**config.mk**
```make
export PLATFORM = sky130hd
export DESIGN_NAME = ps2_host_tx
export DESIGN_NICKNAME = d
export VERILOG_FILES = /design/src/rtl/ps2_pkg.sv /design/src/rtl/ps2_line_sync.sv /design/src/rtl/ps2_host_tx.sv
export SDC_FILE = /design/constraint.sdc
export NUM_CORES = 1
export LEC_CHECK = 0
export CAP_MARGIN = 20
export CORE_MARGIN = 2
export CORE_UTILIZATION = 35
export CTS_CLUSTER_DIAMETER = 40
export DETAILED_ROUTE_END_ITERATION = 6
export PLACE_DENSITY_LB_ADDON = 0.3
export SLEW_MARGIN = 5
export SYNTH_ARGS = -nofsm -noshare
export SYNTH_HDL_FRONTEND = slang
export SYNTH_SLANG_ARGS = --single-unit
```
**constraint.sdc**
```tcl
create_clock -name clk -period 6.65 [get_ports clk]
set_clock_uncertainty 0.2 [all_clocks]
set_input_delay 1.33 -clock clk [delete_from_list [all_inputs] [get_ports clk]]
set_output_delay 1.33 -clock clk [all_outputs]
set_load 0.02 [all_outputs]
```
**src/rtl/ps2_pkg.sv**
```systemverilog
// rtl/ps2_pkg.sv - shared PS/2 types, command constants and parity helper
// Contents:
//   ps2_state_t  host transmitter states
//   odd_parity   parity bit that makes data+parity contain an odd number of ones
//   CMD_*/RESP_* command and response bytes shared with the receiver side
package ps2_pkg;

  typedef enum logic [2:0] {
    IDLE,
    INHIBIT,
    REQ,
    SEND,
    ACK,
    WAIT_IDLE
  } ps2_state_t;

  localparam logic [7:0] CMD_SET_LEDS = 8'hED;
  localparam logic [7:0] CMD_RESET    = 8'hFF;
  localparam logic [7:0] RESP_ACK     = 8'hFA;

  function automatic logic odd_parity(input logic [7:0] data);
    return ~^data;
  endfunction

endpackage

```
**src/rtl/ps2_line_sync.sv**
```systemverilog
// rtl/ps2_line_sync.sv - 2-flop synchronizer with registered falling-edge detect
// Ports:
//   clk    in   system clock
//   reset  in   asynchronous active-high reset
//   pin    in   raw asynchronous pin level
//   level  out  synchronized pin level
//   fall   out  one-cycle pulse, 3 clocks after the pin falls
module ps2_line_sync (
  input  logic clk,
  input  logic reset,
  input  logic pin,
  output logic level,
  output logic fall
);

  logic meta;
  logic prev;

  // Flops reset to 1 (idle bus level) so leaving reset never fakes an edge.
  always_ff @(posedge clk or posedge reset) begin
    if (reset) begin
      meta  <= 1'b1;
      level <= 1'b1;
      prev  <= 1'b1;
      fall  <= 1'b0;
    end else begin
      meta  <= pin;
      level <= meta;
      prev  <= level;
      fall  <= prev & ~level;
    end
  end

endmodule

```
**src/rtl/ps2_host_tx.sv**
```systemverilog
// rtl/ps2_host_tx.sv - PS/2 host-to-device command byte transmitter
// Ports:
//   clk         in   system clock (CLOCK_50)
//   reset       in   asynchronous active-high reset
//   tx_valid    in   request to send tx_data
//   tx_data     in   command byte
//   tx_ready    out  high only in IDLE
//   ps2_clk_in  in   raw PS2_CLK level
//   ps2_dat_in  in   raw PS2_DAT level
//   ps2_clk_oe  out  1 = pull PS2_CLK low
//   ps2_dat_oe  out  1 = pull PS2_DAT low
//   busy        out  high in every state except IDLE
//   done        out  one-cycle pulse when a frame completes or aborts
//   ack_ok      out  valid with done, device acknowledged
//   error       out  valid with done, timeout abort
module ps2_host_tx
  import ps2_pkg::*;
#(
  parameter int INHIBIT_CYCLES = 5000,
  parameter int REQ_CYCLES     = 16,
  parameter int TIMEOUT_CYCLES = 1000000
) (
  input  logic       clk,
  input  logic       reset,
  input  logic       tx_valid,
  input  logic [7:0] tx_data,
  output logic       tx_ready,
  input  logic       ps2_clk_in,
  input  logic       ps2_dat_in,
  output logic       ps2_clk_oe,
  output logic       ps2_dat_oe,
  output logic       busy,
  output logic       done,
  output logic       ack_ok,
  output logic       error
);

  localparam int PHASE_MAX = (INHIBIT_CYCLES > REQ_CYCLES) ? INHIBIT_CYCLES : REQ_CYCLES;
  localparam int PW = $clog2(PHASE_MAX + 1);
  localparam int TW = $clog2(TIMEOUT_CYCLES + 1);

  ps2_state_t    state;
  logic [PW-1:0] phase_cnt;
  logic [TW-1:0] tout_cnt;
  logic [8:0]    shreg;      // {parity, data}, shifted out LSB first
  logic [3:0]    bit_idx;
  logic          ack_seen;

  logic clk_s, clk_fall;
  logic dat_s, dat_fall_unused;

  ps2_line_sync u_clk_sync (
    .clk   (clk),
    .reset (reset),
    .pin   (ps2_clk_in),
    .level (clk_s),
    .fall  (clk_fall)
  );

  ps2_line_sync u_dat_sync (
    .clk   (clk),
    .reset (reset),
    .pin   (ps2_dat_in),
    .level (dat_s),
    .fall  (dat_fall_unused)
  );

  assign tx_ready = (state == IDLE);
  assign busy     = (state != IDLE);

  always_ff @(posedge clk or posedge reset) begin
    if (reset) begin
      state      <= IDLE;
      phase_cnt  <= '0;
      tout_cnt   <= '0;
      shreg      <= '0;
      bit_idx    <= '0;
      ack_seen   <= 1'b0;
      ps2_clk_oe <= 1'b0;
      ps2_dat_oe <= 1'b0;
      done       <= 1'b0;
      ack_ok     <= 1'b0;
      error      <= 1'b0;
    end else begin
      done   <= 1'b0;
      ack_ok <= 1'b0;
      error  <= 1'b0;
      case (state)
        IDLE: begin
          ps2_clk_oe <= 1'b0;
          ps2_dat_oe <= 1'b0;
          if (tx_valid) begin
            shreg      <= {odd_parity(tx_data), tx_data};
            phase_cnt  <= '0;
            ps2_clk_oe <= 1'b1;
            state      <= INHIBIT;
          end
        end
        INHIBIT: begin
          if (phase_cnt == PW'(INHIBIT_CYCLES - 1)) begin
            phase_cnt  <= '0;
            ps2_dat_oe <= 1'b1;  // start bit
            state      <= REQ;
          end else begin
            phase_cnt <= phase_cnt + 1'b1;
          end
        end
        REQ: begin
          if (phase_cnt == PW'(REQ_CYCLES - 1)) begin
            ps2_clk_oe <= 1'b0;
            bit_idx    <= '0;
            tout_cnt   <= '0;
            state      <= SEND;
          end else begin
            phase_cnt <= phase_cnt + 1'b1;
          end
        end
        SEND, ACK, WAIT_IDLE: begin
          if (done) begin
            // done was pulsed last cycle; tx_ready follows one cycle later
            state <= IDLE;
          end else if (!clk_fall && tout_cnt == TW'(TIMEOUT_CYCLES - 1)) begin
            ps2_clk_oe <= 1'b0;
            ps2_dat_oe <= 1'b0;
            done       <= 1'b1;
            error      <= 1'b1;
            state      <= WAIT_IDLE;
            ack_seen   <= 1'b0;
          end else begin
            tout_cnt <= clk_fall ? '0 : tout_cnt + 1'b1;
            case (state)
              SEND: begin
                if (clk_fall) begin
                  bit_idx <= bit_idx + 1'b1;
                  if (bit_idx == 4'd9) begin
                    ps2_dat_oe <= 1'b0;  // stop bit
                    state      <= ACK;
                  end else begin
                    ps2_dat_oe <= ~shreg[0];
                    shreg      <= {1'b0, shreg[8:1]};
                  end
                end
              end
              ACK: begin
                if (clk_fall) begin
                  ack_seen <= ~dat_s;
                  state    <= WAIT_IDLE;
                end
              end
              default: begin
                if (clk_s && dat_s) begin
                  done   <= 1'b1;
                  ack_ok <= ack_seen;
                end
              end
            endcase
          end
        end
        default: state <= IDLE;
      endcase
    end
  end

endmodule

```
==> results by group, run 1 <==
Global routing
  • Total gr overflow: 0
  • Vias in the first global route: roughly 2700
  • Pin count of the biggest net entering global routing: 62
  • First-pass GRT wire length: 13300 um
  • GRT Util Overall: 15.1%
  • Antenna violations before repair: 0

Yosys
  • Async S/R FF share, synth: 100%
  • Ranking of synthesized cells by area: dfrtp_1 (40%), mux2i_1 (4.3%), xnor2_1 (4.0%)
  • Mean Syn Cell Area: 9.39 um^2
  • Synth cell types: 66
  • Synth Cell Area: 3510 um^2
  • Post-Syn Instances: around 370
  • Post-synthesis sequential area ratio: 43.7%
  • Syn Nets: 391
  • Synth Register Bits: 61
  • Area fraction of the dominant cell type after synthesis: 39.9%
  • Number of flops mapped to enable cells by yosys: 0
  • Post-synth top area cell: dfrtp_1
  • Synth warn: 0
  • Top_reg_cell synth: dfrtp_1

Die
  • Die area: 10800 um^2
  • Die H: between 100 and 150 um
  • Ports: 20
  • Row cnt: 36
  • Core Region: around 10000 um^2
  • Die Span X: ~100 um
  • Initial Util: a little over a third

Layout
  • Fin util: 40.7%
  • Area delta synth->final: 13.3%
  • Reg area: 1530 um^2
  • Design area: roughly 4000 um^2
  • Fin nets: between 400 and 500
  • Proportion of layout cells with a drive suffix above 1: 8.97%
  • Footprint of the multi-input gates: 1830 um^2
  • Antenna diodes: 0
  • # fillers: 985
  • Final Non-Filler Cells: 523

Min path
  • Min-Delay Path Class: register to register

Run status
  • Outcome: finished, final reports clean

Critical path
  • Nature of the critical path endpoint: primary output
  • Worst Setup Start Kind: register
  • Crit path max fanout: 21
  • CP Class: register to primary output
  • Critical Path AT: 2120 ps
  • Worst endpoint required time: about 5000 ps

Power
  • Power density over the cells: ~180 nW/um^2
  • Internal power: about 540 uW
  • Overall power: 700 uW
  • Leak: 1.60 nW
  • Switching Share: 22.5%
  • Power share of the clock group: a little over two fifths
  • Combinational share of power: 3.6%
  • P_sw: 158 uW
  • Register share of total power: 53.6%
  • Max IR drop VDD: 0.0998 mV

STA
  • Max-slew headroom: 38.1%
  • Final WS setup: 3000 ps
  • Slew Viols, Final: 0
  • Fin. Hold Viols: 0
  • Setup TNS: 0 ps
  • RSZ-0062 raised after global routing: false
  • Least-Margin Pin Slew: approximately 920 ps
  • Final setup fails: 0
  • Final worst path period share: 54.8%
  • WHS: 155 ps
  • Fmax: 274 MHz
  • Fin crit period: 3650 ps

Clock network
  • Hold buffers post-CTS: 0
  • Sink Count: just over 60
  • Clk_lat worst skew: 350 ps
  • Clock root buffer: clkbuf_8
  • Post_cts resized: 0
  • CTS H-tree lvls: 3
  • CTS tree: yes
  • Worst-path clk slew: approximately 70 ps
  • Deepest clock path buffer count: 2
  • Setup bufs post-CTS: 0
  • Num CTS Buffers: 9

Placed design
  • IO buf count: 19
  • Post-DP HPWL: 4980 um
  • Placed cells: 505
  • DP Worst Slack: 2790 ps
  • RePlAce Congestion: 0.773
  • DP Area: 3790 um^2

Route
  • DR iter-0 viols: 170
  • Routed vias/inst: 5.46
  • Vias: 2858
  • Detailed-router iteration count before antenna repair: 4
  • Routed Antenna Nets: 0
  • DRT Wirelength: 7530 um
  • DR DRC count: 0
  • Avg WL per Cell: 14.4 um

Flow run
  • Maxcap violations: 0
layer usage:
metal | vias to the layer above | GRT usage, % | routed length, um
met4 | 0 | 5.21 | 109
met2 | 49 | 23.6 | 3460
met3 | 10 | 4.45 | 307
met1 | 1381 | 20.0 | 3660
met5 | - | 0 | 0
li1 | 1418 | - | -
layout make-up:
cell class / count / area share, %
Clock buffer: 15 / 4.18
Tap cell: 133 / 4.18
Clock inverter: 1 / 0.126
Inverter: 13 / 1.23
Timing Repair Buffer: 24 / 5.66
Multi-Input combinational cell: 276 / 46.1
Sequential cell: 61 / 38.5
registers in the layout, indices dropped and copies added (netlist names), 3 cells and up:
signal     flops
phase_cnt     13
bit_idx        4
state          3
shreg          9
tout_cnt      20
critical path, cell delays in order, from the launching register on:
cell and delay [ps]:
dfrtp_1 750, inv_1 260, nand2_1 140, clkdlybuf4s50_1 620
layout by cell type, fill, tap and decap left out, drive strengths merged, types with 2 or more instances in the layout:
master         instances
a211oi                 8
a21oi                 19
and2                   7
and3                   2
and4                   2
and4b                  2
buf                    4
clkbuf                16
clkdlybuf4s50         19
dfrtp                 56
dfstp                  5
ha                     4
inv                   13
mux2                   3
mux2i                 15
nand2                 27
nand3                 18
nand3b                 2
nand4                  6
nand4b                 2
nor2                  23
nor2b                  3
nor3                   6
nor4                   6
nor4b                  3
o211ai                 3
o21a                   3
o21ai                 27
o21bai                 9
o22ai                  2
o31ai                 15
o41ai                  2
or2                    2
or3                    4
or4                   13
or4b                   2
xnor2                 16
xor2                   2
worst paths after layout:
path                                      startpoint                         end  cells past startpoint  slack (ps)
hold reg to reg            u_clk_sync.meta$_DFF_PP1_  u_clk_sync.level$_DFF_PP1_                      0         150
hold / removal             u_clk_sync.meta$_DFF_PP1_  u_clk_sync.level$_DFF_PP1_                      0         150
min in group asynchronous                      reset    phase_cnt[2]$_DFFE_PP0P_                      3        1330
max in group asynchronous                      reset     tout_cnt[1]$_DFFE_PP0P_                      3        4410
setup / recovery                state[1]$_DFFE_PP0P_                        busy                      3        3000
setup reg to reg                state[1]$_DFFE_PP0P_     tout_cnt[8]$_DFFE_PP0P_                      5        3250
power by group through the flow:
stage	Combinational, mW	Sequential (mW)	Clock, mW
3_3_place_gp	0.0260	0.382	0
4_1_cts	0.0263	0.375	0.313
2_1_floorplan	0.0141	0.382	0
5_1_grt	0.0285	0.375	0.329
3_5_place_dp	0.0262	0.382	0
6_report	0.0251	0.375	0.300
cells in the mapped netlist, types with 4 or more instances:
library cell,n
o21bai_1,9
xnor2_1,16
a211oi_1,8
dfstp_2,5
nand2_1,27
nand3_1,18
buf_2,7
nor3_1,5
or3_1,4
and2_1,6
nor2_1,23
inv_1,13
or4_1,11
ha_1,4
nor4_1,6
mux2i_1,15
o31ai_1,15
clkbuf_1,15
a21oi_1,19
nand4_1,5
o21ai_0,26
dfrtp_1,56
kinds of logic after synthesis:
| kind of cell | count (synthesis) | share of synthesized area [%] |
|---|---|---|
| xor gates and xnor gates | 18 | 4.49 |
| adders and majority gates | 4 | 1.43 |
| AOI/OAI and AO/OA | 103 | 19.3 |
| DFF | 61 | 43.7 |
| buffers and inverters | 37 | 4.24 |
| muxes | 18 | 5.24 |
| and+or+nand+nor | 133 | 21.7 |
Note: power is estimated with default switching activity, not from simulation.
==> run 2, diff against run 1 <==
==> constraint.sdc (replaced) <==
create_clock -name clk -period 3.75 [get_ports clk]
set_clock_uncertainty 0.2 [all_clocks]
set_input_delay 0.75 -clock clk [delete_from_list [all_inputs] [get_ports clk]]
set_output_delay 0.75 -clock clk [all_outputs]
set_load 0.02 [all_outputs]
==> run 2 against run 1 <==
Routed wire length increased by 2.4%. Power increased by 90%. Combinational power increased by 84%. Sequential share of layout area decreased by 0.93 points. Hold slack improved by 3.6 ps. Clock power increased by 110%. Critical path type is now register to register. Largest cell class unchanged.
==> results by group, run 2 (synthesis results as in run 1) <==
Placed design
  • DP Area: 3870 um^2 (+1.9%)
  • IO buf count: 19 (unchanged)
  • RePlAce Congestion: 0.845 (+9.3%)
  • Post-DP HPWL: 5350 um (+7.4%)

Global routing
  • Antenna violations before repair: 0 (unchanged)
  • Vias in the first global route: 2681 (-2.2%)
  • First-pass GRT wire length: 13000 um (-2.3%)
  • Total gr overflow: 0 (unchanged)
  • GRT Util Overall: 14.6% (-0.52 points)
  • Pin count of the biggest net entering global routing: 32 (-48%)

STA
  • Max-slew headroom: 34.0% (-4.1 points)
  • Least-Margin Pin Slew: 985 ps (+59.7 ps)
  • Fin. Hold Viols: 0 (unchanged)
  • Slew Viols, Final: 0 (unchanged)
  • Setup TNS: 0 ps (unchanged)
  • Final worst path period share: roughly four fifths
  • Fin crit period: 3050 ps
  • RSZ-0062 raised after global routing: false
  • Final setup fails: 0 (unchanged)
  • Fmax: 328 MHz

Clock network
  • Sink Count: 61 (unchanged)
  • Num CTS Buffers: 9 (unchanged)
  • Deepest clock path buffer count: 2 (unchanged)
  • CTS tree: yes
  • Worst-path clk slew: 80 ps (about the same)
  • CTS H-tree lvls: 3 (unchanged)
  • Post_cts resized: 0 (unchanged)
  • Setup bufs post-CTS: 0 (unchanged)
  • Hold buffers post-CTS: 0 (unchanged)
  • Clk_lat worst skew: 330 ps (-20 ps)
  • Clock root buffer: clkbuf_8

Critical path
  • Worst Setup Start Kind: register
  • Worst endpoint required time: 3800 ps (-1320 ps)
  • Worst reg-to-reg path cell count: 7 (+2)
  • Nature of the critical path endpoint: register
  • Crit path max fanout: 24 (+14%)
  • Worst reg2reg path endpoint: tout_cnt[2]$_DFFE_PP0P_
  • CP Class: register to register
  • Worst R2R Start: state[2]$_DFFE_PP0P_
  • Worst Setup EP: tout_cnt[2]$_DFFE_PP0P_
  • Reg2reg setup slack: 700 ps (-2550 ps)
  • Critical Path AT: 3100 ps (+980 ps)
  • CP Launch Point: state[2]$_DFFE_PP0P_

Layout
  • Most common cell after layout, fill and taps aside: dfrtp_1
  • Fin util: 41.7% (+1.0 points)
  • Registers with the most flip-flops: tout_cnt: 20 flops, phase_cnt: 13 flops, shreg: 9 flops
  • Design area: 4080 um^2 (+2.5%)
  • Antenna diodes: 0 (unchanged)
  • Largest register by flop count: tout_cnt
  • Fin nets: 408 (+1.5%)
  • Commonest non-fill, non-tap cells in the layout: dfrtp_1 (56), nand2_1 (27), o21ai_0 (26), nor2_1 (23)
  • Proportion of layout cells with a drive suffix above 1: 11.4% (+2.4 points)
  • Largest register FFs: 20 (unchanged)
  • Area delta synth->final: 16.1%

Route
  • Routed Antenna Nets: 0 (unchanged)
  • DR DRC count: 0 (unchanged)
  • Vias: 2863 (+0.17%)
  • Avg WL per Cell: 14.6 um (+1.2%)
  • Detailed-router iteration count before antenna repair: 4 (unchanged)
  • DRT Wirelength: 7710 um (+2.4%)
  • Routed vias/inst: 5.41 (-0.96%)
  • DR iter-0 viols: 138 (-19%)

Min path
  • Min-Delay Path Class: register to register

Die
  • Initial Util: 35.9% (unchanged)
  • Core Region: 9770 um^2 (unchanged)
  • Die H: 104 um (unchanged)
  • Row cnt: 36 (unchanged)
  • Ports: 20 (unchanged)
  • Die Span X: 104 um (unchanged)
  • Die area: 10800 um^2 (unchanged)

Power
  • Power density over the cells: 327 nW/um^2 (+86%)
  • Max IR drop VDD: 0.206 mV (+110%)
  • Leak: 1.65 nW (+3.0%)

Run status
  • Outcome: finished, final reports clean

Flow run
  • Maxcap violations: 0 (unchanged)
## run 2: cell count changes in the layout (fill, tap and decap cells not counted)
cell / previous run / this run
clkbuf_2: 1 / 0
clkinvlp_4: 0 / 2
clkbuf_1: 4 / 0
buf_12: 0 / 1
bufinv_16: 0 / 1
clkinv_4: 0 / 1
buf_4: 4 / 10
## run 2: critical path, cell delays in order (launching register included)
cell and delay, ps:
dfrtp_1 620, nand3b_1 340, a21o_1 280, a21boi_2 790, buf_4 310, nor2_1 120
buf_4 190, a21oi_1 120
## run 2: final cells by class
class | count | area, um^2
Sequential cell | 61 | 1530
Tap cell | 133 | 166
Clock inverter | 5 | 58.8
Fill cell | 974 | 5700
Inverter | 13 | 48.8
Clock buffer | 11 | 151
Multi-Input combinational cell | 276 | 1830
Timing Repair Buffer | 30 | 285
## run 2: metal layers
metal  GRT usage, %  vias up  part of all wire [%]
li1               -     1425                     -
met1           20.0     1384                    50
met2           23.0       50                    46
met3           2.94        4                   3.5
met4           5.02        0                  0.66
met5              0        -                     0
## run 2: report_power, final
group          total [mW]  internal, mW  switching (mW)
Sequential          0.665         0.663         0.00215
Clock               0.621         0.343           0.278
Combinational      0.0463        0.0226          0.0236
## run 2: worst min path at each step
| stage | cells past startpoint | start | slack [ps] | end |
|---|---|---|---|---|
| floorplan | 0 | u_clk_sync.meta$_DFF_PP1_ | 150 | u_clk_sync.level$_DFF_PP1_ |
| global placement | 0 | u_dat_sync.meta$_DFF_PP1_ | 150 | u_dat_sync.level$_DFF_PP1_ |
| detailed placement | 0 | u_clk_sync.meta$_DFF_PP1_ | 150 | u_clk_sync.level$_DFF_PP1_ |
| CTS | 0 | u_clk_sync.meta$_DFF_PP1_ | 160 | u_clk_sync.level$_DFF_PP1_ |
| global route | 0 | u_clk_sync.meta$_DFF_PP1_ | 170 | u_clk_sync.level$_DFF_PP1_ |
| finish | 0 | u_dat_sync.meta$_DFF_PP1_ | 160 | u_dat_sync.level$_DFF_PP1_ |
## run 2: per-stage QoR
step	hold slack [ps]	cells	worst slack [ps]	power, mW
finish	158	529	701	1.33
global route	166	529	408	1.38
CTS	159	529	699	1.36
detailed placement	148	513	712	0.726
global placement	147	513	746	0.725
floorplan	145	374	1270	0.702
==> run 3, diff against run 2 <==
==> constraint.sdc (replaced) <==
create_clock -name clk -period 2.6 [get_ports clk]
set_clock_uncertainty 0.2 [all_clocks]
set_input_delay 0.52 -clock clk [delete_from_list [all_inputs] [get_ports clk]]
set_output_delay 0.52 -clock clk [all_outputs]
set_load 0.02 [all_outputs]
==> run 3 against run 2 <==
Die area did not move. Sequential share of layout area is 2.0 points lower. Combinational power is 50% higher. Count of clock-buffer cells in the layout stayed put. Via count increased by 4.4%. Critical path depth fell by 2. Fmax is 22% higher. Critical path type unchanged. Sequential cell count did not move. Hold slack hardly changed. Global-route usage increased by 0.61 points. Design area is 5.7% higher. Largest cell class unchanged. Power rose by 47%.
==> results by group, run 3 (synthesis results as in run 1) <==
Clock network
  • Sink Count: 61 (unchanged)
  • Clk_lat worst skew: 340 ps (about the same)
  • CTS tree: yes
  • Clock root buffer: clkbuf_8
  • Worst-path clk slew: 70 ps (about the same)
  • Deepest clock path buffer count: 2 (unchanged)
  • CTS H-tree lvls: 3 (unchanged)
  • Hold buffers post-CTS: 0 (unchanged)
  • Num CTS Buffers: 9 (unchanged)

Critical path
  • Nature of the critical path endpoint: register
  • Worst reg-to-reg path cell count: 5 (-2)
  • Slowest-stage cell, CP: or4b_4
  • Worst reg2reg path endpoint: tout_cnt[19]$_DFFE_PP0P_
  • CP Launch Point: tout_cnt[5]$_DFFE_PP0P_
  • Worst Setup Start Kind: register
  • Worst endpoint required time: 2670 ps (-1130 ps)
  • Worst Setup EP: tout_cnt[19]$_DFFE_PP0P_
  • Max incr delay on CP: 580 ps (-210 ps)
  • CP Class: register to register
  • Crit path max fanout: 7 (-71%)
  • Critical Path AT: 2570 ps (-530 ps)
  • Worst R2R Start: tout_cnt[5]$_DFFE_PP0P_
  • Worst path cell trace: nand4_2, or4b_4, or4_4, or4_1, a21oi_1
  • Reg2reg setup slack: 100 ps (-600 ps)

Placed design
  • Post-DP HPWL: 5580 um (+4.4%)
  • DP Area: 4050 um^2 (+4.8%)
  • Placed cells: 536 (+4.5%)
  • IO buf count: 19 (unchanged)
  • RePlAce Congestion: 0.832 (-1.5%)

Global routing
  • Vias in the first global route: 2895 (+8.0%)
  • Total gr overflow: 0 (unchanged)
  • Antenna violations before repair: 0 (unchanged)
  • GRT Util Overall: 15.2% (+0.61 points)
  • First-pass GRT wire length: 13500 um (+4.0%)
  • Pin count of the biggest net entering global routing: 46 (+44%)

Route
  • Vias: 2988 (+4.4%)
  • Routed vias/inst: 5.41 (about the same)
  • DR iter-0 viols: 193 (+40%)
  • Detailed-router iteration count before antenna repair: 4 (unchanged)
  • DRT Wirelength: 7830 um (+1.5%)
  • Routed Antenna Nets: 0 (unchanged)
  • DR DRC count: 0 (unchanged)
  • Avg WL per Cell: 14.2 um (-2.7%)

Die
  • Ports: 20 (unchanged)
  • Die H: 104 um (unchanged)
  • Initial Util: 35.9% (unchanged)
  • Die area: 10800 um^2 (unchanged)
  • Die Span X: 104 um (unchanged)
  • Row cnt: 36 (unchanged)
  • Core Region: 9770 um^2 (unchanged)

Layout
  • Proportion of layout cells with a drive suffix above 1: 16.7% (+5.3 points)
  • Largest register by flop count: tout_cnt
  • # fillers: 943 (-3.2%)
  • Antenna diodes: 0 (unchanged)
  • Most common cell after layout, fill and taps aside: dfrtp_1
  • Design area: 4310 um^2 (+5.7%)
  • Area delta synth->final: 22.7%
  • Fin util: 44.1% (+2.4 points)
  • Largest register FFs: 20 (unchanged)
  • Final Non-Filler Cells: 552 (+4.3%)
  • Fin nets: 432 (+5.9%)
  • Commonest non-fill, non-tap cells in the layout: dfrtp_1 (56), buf_4 (32), nand2_1 (27), o21ai_0 (26), nor2_1 (23)
  • Registers with the most flip-flops: tout_cnt: 20 flops, phase_cnt: 13 flops, shreg: 9 flops

Flow run
  • Maxcap violations: 0 (unchanged)

Power
  • Leak: 1.82 nW (+10%)
  • Power density over the cells: 454 nW/um^2 (+39%)
  • Max IR drop VDD: 0.266 mV (+29%)

STA
  • Fmax: 400 MHz (+22%)
  • Fin crit period: 2500 ps (-550 ps)
  • Slew Viols, Final: 0 (unchanged)
  • Max-slew headroom: 56.0% (+22 points)
  • Final setup fails: 0 (unchanged)
  • Final worst path period share: 96.1% (+15 points)
  • Least-Margin Pin Slew: 643 ps (-342 ps)
  • WHS: 158 ps (-0.0240 ps)
  • Fin. Hold Viols: 0 (unchanged)

Min path
  • Min-Delay Path Class: register to register

Run status
  • Outcome: finished, final reports clean
## run 3: cell count changes in the layout (fill, tap and decap cells not counted), sizes merged
cell	delta
buf	+24
clkinv	-1
clkdlybuf4s50	-2
dlymetal6s2s	+1
dlygate4sd2	+1
bufinv	+1
clkinvlp	-1
## run 3: worst max-delay path, delay by kind of cell, from the launching register on
kind	cells	cell delay, ps
compound gates	1	140
simple gates	4	1640
flops	1	450
## run 3: layout make-up
cell class	count	area (um^2)	share of cell area [%]
Clock buffer	11	141	3.28
Clock inverter	4	72.6	1.68
Inverter	13	48.8	1.13
Multi-Input combinational cell	276	1860	43.2
Sequential cell	61	1530	35.6
Tap cell	133	166	3.86
Timing Repair Buffer	54	483	11.2
## run 3: power by group
| group | total (mW) | internal [mW] | switching (mW) |
|---|---|---|---|
| combinational | 0.0693 | 0.0347 | 0.0346 |
| sequential | 0.959 | 0.957 | 0.00218 |
| clock | 0.928 | 0.559 | 0.369 |
| total | 1.96 | 1.55 | 0.406 |
## run 3: stage by stage
stage | TNS [ps] | total power [mW] | worst slack [ps]
final | 0 | 1.96 | 101
after global routing | -0.432 | 2.04 | -0.432
after CTS | 0 | 1.98 | 4.83
after detailed placement | -381 | 1.05 | -78.9
after global placement | -6.05 | 1.05 | -6.05
after floorplan | 0 | 1.01 | 123
## run 3: metal layers
| layer | global-route usage [%] | part of all wire (%) | up-vias |
|---|---|---|---|
| met2 | 24.0 | 46 | 49 |
| met5 | 0 | 0 | - |
| met3 | 3.76 | 3.7 | 13 |
| li1 | - | - | 1471 |
| met1 | 20.1 | 48 | 1455 |
| met4 | 5.69 | 1.6 | 0 |
## run 3: what timing repair did
item                                    CTS  global route
buffers inserted                          0             1
resized for setup                         4             5
endpoints found under the setup margin   15            21
pin swaps                                 0             1
## run 3: how the worst min path moves through the flow
stage	start	to	cells past startpoint	slack, ps
6_report	u_clk_sync.meta$_DFF_PP1_	u_clk_sync.level$_DFF_PP1_	0	160
5_1_grt	u_clk_sync.meta$_DFF_PP1_	u_clk_sync.level$_DFF_PP1_	0	160
4_1_cts	u_clk_sync.meta$_DFF_PP1_	u_clk_sync.level$_DFF_PP1_	0	160
3_5_place_dp	u_clk_sync.meta$_DFF_PP1_	u_clk_sync.level$_DFF_PP1_	0	150
3_3_place_gp	u_clk_sync.meta$_DFF_PP1_	u_clk_sync.level$_DFF_PP1_	0	150
2_1_floorplan	u_clk_sync.meta$_DFF_PP1_	u_clk_sync.level$_DFF_PP1_	0	150
